File: src/rtl/pipe_arb_pkg.sv
// Shared encodings for the MEM-stage data-port arbiter between the CPU pipeline and the DMA/debug requester.
package pipe_arb_pkg;

  typedef enum logic {
    ARB_CPU_PRI = 1'b0,
    ARB_DMA_PRI = 1'b1
  } arb_state_e;

  typedef enum logic {
    OWN_CPU = 1'b0,
    OWN_DMA = 1'b1
  } owner_e;

endpackage

File: src/rtl/pipe_arb_fsm.sv
// Priority state, starvation and burst counters, and the combinational owner decision
// for the shared data-memory port.
module pipe_arb_fsm
  import pipe_arb_pkg::*;
#(
  parameter int STARVE_LIMIT = 3,
  parameter int BURST_MAX    = 2
) (
  input  logic   clock,
  input  logic   reset,
  input  logic   cpu_req,
  input  logic   dma_req,
  output owner_e owner
);

  localparam int SW = $clog2(STARVE_LIMIT + 1);
  localparam int BW = $clog2(BURST_MAX + 1);
  localparam logic [SW-1:0] STARVE_TOP = SW'(STARVE_LIMIT);
  localparam logic [BW-1:0] BURST_TOP  = BW'(BURST_MAX);

  arb_state_e    state_reg, state_next;
  logic [SW-1:0] starve_reg, starve_next;
  logic [BW-1:0] burst_reg, burst_next;
  logic          contended;
  logic [BW-1:0] burst_inc;

  always_ff @(posedge clock or posedge reset) begin
    if (reset) begin
      state_reg  <= ARB_CPU_PRI;
      starve_reg <= '0;
      burst_reg  <= '0;
    end else begin
      state_reg  <= state_next;
      starve_reg <= starve_next;
      burst_reg  <= burst_next;
    end
  end

  always_comb begin
    owner       = OWN_CPU;
    state_next  = state_reg;
    starve_next = starve_reg;
    burst_next  = burst_reg;
    contended   = cpu_req & dma_req;
    burst_inc   = burst_reg + BW'(1);

    if (dma_req && (!cpu_req || state_reg == ARB_DMA_PRI || starve_reg == STARVE_TOP)) begin
      owner = OWN_DMA;
    end

    case (state_reg)
      ARB_CPU_PRI: begin
        if (!contended) begin
          starve_next = '0;
        end else if (owner == OWN_DMA) begin
          starve_next = '0;
          // A one-grant burst is already complete, so priority never leaves the CPU.
          if (BW'(1) >= BURST_TOP) begin
            burst_next = '0;
          end else begin
            state_next = ARB_DMA_PRI;
            burst_next = BW'(1);
          end
        end else begin
          starve_next = starve_reg + SW'(1);
        end
      end
      ARB_DMA_PRI: begin
        if (dma_req) begin
          if (burst_inc >= BURST_TOP) begin
            state_next = ARB_CPU_PRI;
            burst_next = '0;
          end else begin
            burst_next = burst_inc;
          end
        end else begin
          state_next  = ARB_CPU_PRI;
          burst_next  = '0;
          starve_next = '0;
        end
      end
      default: begin
        state_next  = ARB_CPU_PRI;
        starve_next = '0;
        burst_next  = '0;
      end
    endcase
  end

endmodule

File: src/rtl/pipe_dmem_arbiter.sv
// Shares the MEM-stage data port between the CPU and a DMA/debug requester; stalls the
// pipeline when the DMA takes the port from a CPU access and registers DMA read data.
module pipe_dmem_arbiter
  import pipe_arb_pkg::*;
#(
  parameter int STARVE_LIMIT = 3,
  parameter int BURST_MAX    = 2
) (
  input  logic        clock,
  input  logic        reset,
  input  logic        cpu_req,
  input  logic        cpu_we,
  input  logic [31:0] cpu_addr,
  input  logic [31:0] cpu_wdata,
  output logic [31:0] cpu_rdata,
  output logic        cpu_stall,
  input  logic        dma_req,
  input  logic        dma_we,
  input  logic [31:0] dma_addr,
  input  logic [31:0] dma_wdata,
  output logic        dma_gnt,
  output logic        dma_rvalid,
  output logic [31:0] dma_rdata,
  output logic        ram_we,
  output logic [31:0] ram_addr,
  output logic [31:0] ram_wdata,
  input  logic [31:0] ram_rdata
);

  owner_e      owner;
  logic        dma_own;
  logic        dma_rvalid_reg;
  logic [31:0] dma_rdata_reg;

  pipe_arb_fsm #(
    .STARVE_LIMIT(STARVE_LIMIT),
    .BURST_MAX   (BURST_MAX)
  ) u_fsm (
    .clock  (clock),
    .reset  (reset),
    .cpu_req(cpu_req),
    .dma_req(dma_req),
    .owner  (owner)
  );

  // Reset masks every side-effecting output so nothing reaches the RAM while held.
  assign dma_own   = (owner == OWN_DMA) & ~reset;
  assign dma_gnt   = dma_own;
  assign cpu_stall = cpu_req & dma_own;
  assign cpu_rdata = ram_rdata;

  always_comb begin
    ram_we    = 1'b0;
    ram_addr  = cpu_addr;
    ram_wdata = cpu_wdata;
    if (dma_own) begin
      ram_we    = dma_we;
      ram_addr  = dma_addr;
      ram_wdata = dma_wdata;
    end else if (!reset) begin
      ram_we = cpu_req & cpu_we;
    end
  end

  always_ff @(posedge clock or posedge reset) begin
    if (reset) begin
      dma_rvalid_reg <= 1'b0;
      dma_rdata_reg  <= '0;
    end else begin
      dma_rvalid_reg <= dma_own & ~dma_we;
      if (dma_own && !dma_we) begin
        dma_rdata_reg <= ram_rdata;
      end
    end
  end

  assign dma_rvalid = dma_rvalid_reg;
  assign dma_rdata  = dma_rdata_reg;

endmodule

File: config.mk
export PLATFORM = sky130hd
export DESIGN_NAME = pipe_dmem_arbiter
export DESIGN_NICKNAME = d
export VERILOG_FILES = /design/src/rtl/pipe_arb_pkg.sv /design/src/rtl/pipe_arb_fsm.sv /design/src/rtl/pipe_dmem_arbiter.sv
export SDC_FILE = /design/constraint.sdc
export NUM_CORES = 1
export LEC_CHECK = 0
export CAP_MARGIN = 20
export CORE_AREA = 2 2 116 118
export CTS_BUF_LIST = sky130_fd_sc_hd__clkbuf_4 sky130_fd_sc_hd__clkbuf_8
export DETAILED_ROUTE_END_ITERATION = 8
export DIE_AREA = 0 0 118 120
export HOLD_SLACK_MARGIN = 0.12
export PLACE_DENSITY = 0.73
export SYNTH_ARGS = -nofsm -noshare
export SYNTH_HDL_FRONTEND = slang
export SYNTH_SLANG_ARGS = --single-unit
export TNS_END_PERCENT = 10
File: constraint.sdc
create_clock -name clock -period 6.4 [get_ports clock]
set_input_delay 0.96 -clock clock [delete_from_list [all_inputs] [get_ports clock]]
set_output_delay 0.96 -clock clock [all_outputs]
set_load 0.01 [all_outputs]
==> flow_summary.yaml, run 1 <==
clocking:
  post_cts_resized: 0
  clkSlewWorstSetupHoldPaths_ns: 0.08
  h-tree-depth: 2
  clockBufferDepth: 2
  cts_made_buffers: 5
  cts_setup_buffers: 0
  cts_root_buffer: "clkbuf_8"
  cts.sinks: 38
  cts_hold_buf: 0
  cts_tree: "yes"
  clock_latency_ns: 0.29
grt:
  grt_pass1_wl_um: 17780
  grt_overflow: 0
  grt_use_total: 0.1609
  grt_pass1_vias: 2952
  grt_max_degree: 68
  antenna_found_initial: 0
synth:
  synth-seq-cells: 38
  netlist_area_um2: 2648
  avgSynthCellArea_um2: 12.98
  synthesis.nets: 372
  yosysWarnings: 0
  netlist_instances: 204
  synth_cell_types: 23
  ys_seq_area_frac: 0.3592
layout:
  utilization: 0.4367
  largest_register_ffs: 32
  drive_gt1_frac: 0.2313
  final_nets: 634
  area_delta_synth_final_pct: 114.1
  n_antenna_cell: 0
setup_path:
  worstPathArrival_ns: 3.62
  critPathLaunchType: "input pin"
  cp.required_ns: 5.44
  crit_start: "cpu_req"
  setup.worst_path.end_class: "primary output"
  path_class: "input pin to primary output"
  r2r_start: "u_fsm.starve_reg[0]$_DFFE_PP0P_"
  r2r_slack_ns: 4.30
  crit_fanout: 67
pwr:
  power_density_nw_per_um2: 177.8
  ir_worst_vdd_v: 0.0001070
  power_w: 0.001008
  leakagePower_nw: 2.234
detailed_routing:
  dr_total_vias: 2652
  ant_nets: 0
  dr.first_iter.drc_count: 63
  wl_um: 11880
  vias_per_cell: 4.124
  firstDrtPassIters: 4
  route.detailed.wl_per_inst_um: 18.47
  drc: 0
timing:
  fin_crit_sh: 0.7156
  whs_ns: 0.5103
  skew_ns: 0.003895
  rsz0062_at_grt: "false"
  hold_viol_final: 0
  fin_tns_setup_ns: 0
  slew_violations: 0
  fmax_ghz: 0.2183
  worst_pin_slew_ns: 1.024
  setup_viol: 0
  period_needed_ns: 4.580
  slew_headroom: 0.3172
place:
  hpwl_um: 9778
  portBuffers: 297
  place.gp.congestion: 0.9630
flow_run:
  max_cap_viol_count: 0
die:
  std_cell_rows: 42
  die_h_um: 120
  ioPinCount: 298
  dieArea_um2: 14160
  die_w_um: 118
  start_util: 0.2040
  core-area_um2: 12980
hold_path:
  hp-class: "flop to flop"
  hold_start: "dma_rdata[5]$_DFFE_PP0P_"
run_status:
  status: "completed"
==> cell families (layout without fill, tap and decap cells) <==
group | Yosys count | count (layout) | share of synthesized area
AND/OR/NAND/NOR | 13 | 13 | 0.03261
flip-flops | 38 | 38 | 0.3592
buffers and inverters | 48 | 311 | 0.1333
AO/OA/AOI/OAI | 6 | 6 | 0.01512
adder cells (fa/ha/maj) | 2 | 2 | 0.009450
multiplexers | 97 | 97 | 0.4504
==> critical path, stage by stage <==
cell and delay, ns:
clkdlybuf4s50_1 0.51, or3b_4 0.29, and3_4 0.83, mux2_2 0.43
clkdlybuf4s50_1 0.54
==> power breakdown <==
group,internal [W],leakage (nW),switching (W)
Combinational,0.000302,1.71,0.000147
Sequential,0.000289,0.459,0.0000246
Clock,0.000156,0.0683,0.0000884
==> cells in the final DEF, fill, tap and decap left out <==
master / instances
mux2_4: 27
mux2_2: 69
or3b_4: 1
o2bb2ai_1: 1
clkinv_4: 1
o21a_1: 1
buf_4: 1
a311oi_1: 1
and3_4: 1
bufinv_16: 2
and2_1: 3
a21oi_1: 1
and3_1: 1
clkbuf_8: 5
mux2i_1: 1
o21ai_0: 2
nor3b_1: 1
ha_1: 2
clkdlybuf4s50_1: 297
clkinv_1: 1
buf_12: 1
nor2b_1: 1
inv_1: 3
nor4bb_1: 1
dfrtp_1: 38
nand2_1: 4
==> metal layers <==
metal / track usage / wire length, um
met4: 0.03087 / 164
met2: 0.2787 / 5831
met5: 0 / 0
met3: 0.05703 / 1088
met1: 0.1934 / 4795
==> per-stage QoR <==
step           cells  setup slack [ns]  area (um^2)
2_1_floorplan    204             2.608         2648
3_3_place_gp     634             1.859         5510
3_5_place_dp     635             1.817         5530
4_1_cts          643             1.812         5668
5_1_grt          643             1.688         5668
6_report         643             1.820         5668
==> synth_stat cells, drive strengths merged <==
library cell	instances	area [um^2]
o2bb2ai	1	8.760
mux2i	1	10.01
o21ai	2	10.01
a21oi	1	5.000
and2	3	18.77
inv	3	11.26
ha	2	25.02
and3	2	17.52
clkinv	1	3.750
nor3b	1	7.510
o21a	1	7.510
buf	44	337.8
mux2	96	1182
nor4bb	1	10.01
nand2	4	15.01
nor2b	1	6.260
a311oi	1	8.760
or3b	1	11.26
dfrtp	38	950.9
==> cell type report <==
class                           count  area, um^2
Multi-Input combinational cell    118        1344
Timing Repair Buffer              299        3000
Fill cell                        1203        7312
Clock buffer                        5       68.82
Tap cell                          176       220.2
Clock inverter                      3       68.82
Sequential cell                    38       950.9
Inverter                            4       15.01
==> worst paths after layout <==
kind | depth (start not counted) | to
max in group asynchronous | 3 | dma_rdata[17]$_DFFE_PP0P_
max reg2reg | 6 | dma_rdata[18]$_DFFE_PP0P_
min reg2reg | 1 | dma_rdata[5]$_DFFE_PP0P_
max | 5 | ram_wdata[17]
min | 1 | dma_rdata[5]$_DFFE_PP0P_
min in group asynchronous | 3 | u_fsm.starve_reg[0]$_DFFE_PP0P_
Power figures use the tool's default switching activity.
==> run 2: changes to the inputs <==
CORE_AREA = 2 2 114 116   (was 2 2 116 118)
DIE_AREA = 0 0 116 118   (was 0 0 118 120)
PLACE_DENSITY = 0.75   (was 0.73)
clock period = 4.75 ns   (was 6.4 ns; I/O delays follow)
==> run 2 against run 1 <==
Effect of this change: critical path depth is the same; first-iteration DRC count grew 120%; non-clock buffer count stayed put; sequential share of layout area rose by 0.13 points; utilization rose by 1.6 points; design area shrank 0.79%; clock power is 4% lower; global-route usage rose by 0.85 points; clock-buffer cell count increased by 1; setup slack worse by 1.1 ns; combinational power is 35% higher; critical path type unchanged; critical endpoint is now ram_addr[12]; largest cell class unchanged.
==> flow_summary.yaml, run 2 (synthesized netlist as in run 1, its figures left out) <==
flow_run:
  max_cap_viol_count: 0
grt:
  grt_max_degree: 68
  antenna_found_initial: 1
  grt_pass1_wl_um: 17700
  grt_pass1_vias: 3009
  grt_use_total: 0.1694
  grt_overflow: 0
timing:
  period_needed_ns: 4.069
  slew_headroom: 0.3118
  worst_pin_slew_ns: 1.032
  setup_viol: 0
  slew_violations: 0
  hold_viol_final: 0
  fin_tns_setup_ns: 0
  skew_ns: 0.007893
  fmax_ghz: 0.2458
  fin_crit_sh: 0.8565
  rsz0062_at_grt: "false"
  whs_ns: 0.5070
layout:
  drive_gt1_frac: 0.2313
  mostFrequentLayoutCells: "clkdlybuf4s50_1 (297), mux2_2 (69), dfrtp_1 (38), mux2_4 (27), clkbuf_8 (6)"
  nFillCells: 1168
  multi_input_area_um2: 1344
  area.sequential_um2: 950.9
  final_nets: 634
  area_delta_synth_final_pct: 112.4
  layout_commonest_cell: "clkdlybuf4s50_1"
  largest_register_ffs: 32
clocking:
  cts_hold_buf: 0
  cts_setup_buffers: 0
  clkSlewWorstSetupHoldPaths_ns: 0.08
  clockBufferDepth: 2
  cts_root_buffer: "clkbuf_8"
  cts.sinks: 38
  cts_tree: "yes"
  post_cts_resized: 0
  h-tree-depth: 2
  clock_latency_ns: 0.28
  cts_made_buffers: 5
die:
  ioPinCount: 298
  dieArea_um2: 13690
  core-area_um2: 12410
  die_h_um: 118
  die_w_um: 116
  start_util: 0.2133
  std_cell_rows: 41
setup_path:
  critPathLaunchType: "input pin"
  cp.required_ns: 4.04
  worstPathArrival_ns: 3.36
  crit_fanout: 67
  path_class: "input pin to primary output"
  setup.worst_path.end_class: "primary output"
pwr:
  power_w: 0.001265
  ir_worst_vdd_v: 0.0001469
  power_density_nw_per_um2: 224.9
  leakagePower_nw: 2.213
detailed_routing:
  drc: 0
  dr_total_vias: 2644
  wl_um: 12260
  route.detailed.wl_per_inst_um: 19.16
  firstDrtPassIters: 4
  dr.first_iter.drc_count: 139
  ant_nets: 0
  vias_per_cell: 4.131
place:
  hpwl_um: 10220
  portBuffers: 297
  place.gp.congestion: 1.096
hold_path:
  hp-class: "flop to flop"
run_status:
  status: "completed"
run 2: changes by cell type in the layout (fill, tap and decap cells not counted), sizes merged:
cell      delta
bufinv       -2
clkbuf       +1
clkinvlp     +1
diode        +1
run 2: worst max-delay path, stage by stage:
cell and delay, ns:
clkdlybuf4s50_1 0.49, or3b_4 0.29, and3_4 0.86, mux2_2 0.45, clkdlybuf4s50_1 0.49
run 2: per-layer routing:
layer	track usage	vias up	share of wire
li1	-	1214	-
met1	0.1824	1231	0.37
met2	0.2946	168	0.49
met3	0.05613	31	0.10
met4	0.07961	0	0.045
met5	0	-	0
run 2: path summary, 6_finish.rpt:
path                                            startpoint                               to  slack, ns  cells after the start
max in group asynchronous                            reset         dma_rdata[6]$_DFFE_PP0P_       3.48                      3
setup / recovery                                   cpu_req                     ram_addr[12]       0.68                      5
min in group asynchronous                            reset  u_fsm.starve_reg[1]$_DFFE_PP0P_       0.91                      3
hold reg to reg                  dma_rdata[30]$_DFFE_PP0P_        dma_rdata[30]$_DFFE_PP0P_       0.51                      1
hold / removal                   dma_rdata[30]$_DFFE_PP0P_        dma_rdata[30]$_DFFE_PP0P_       0.51                      1
setup reg to reg           u_fsm.starve_reg[0]$_DFFE_PP0P_        dma_rdata[31]$_DFFE_PP0P_       2.66                      6
run 2: cell type report:
cell class,count,share of cell area
diodes,1,0.0004450
flip-flops and latches,38,0.1691
clock buffers,6,0.01469
multi-input cells,118,0.2390
clock inverters,2,0.002225
inverters,4,0.002670
repair buffers,299,0.5336
well taps,172,0.03827
run 2: power by group:
part	total [W]	switching [W]	internal [W]
Combinational	0.000607	0.000200	0.000407
Sequential	0.000424	0.0000338	0.000390
Clock	0.000234	0.000117	0.000117
run 2: per-stage QoR:
step / instance area (um^2) / instances / setup WS (ns) / utilization
after floorplan: 2648 / 204 / 1.453 / -
after global placement: 5505 / 630 / 0.7319 / 0.4435
after detailed placement: 5525 / 631 / 0.7117 / 0.4451
after CTS: 5620 / 639 / 0.6999 / 0.4527
after global routing: 5623 / 640 / 0.5870 / 0.4529
final: 5623 / 640 / 0.6815 / 0.4529
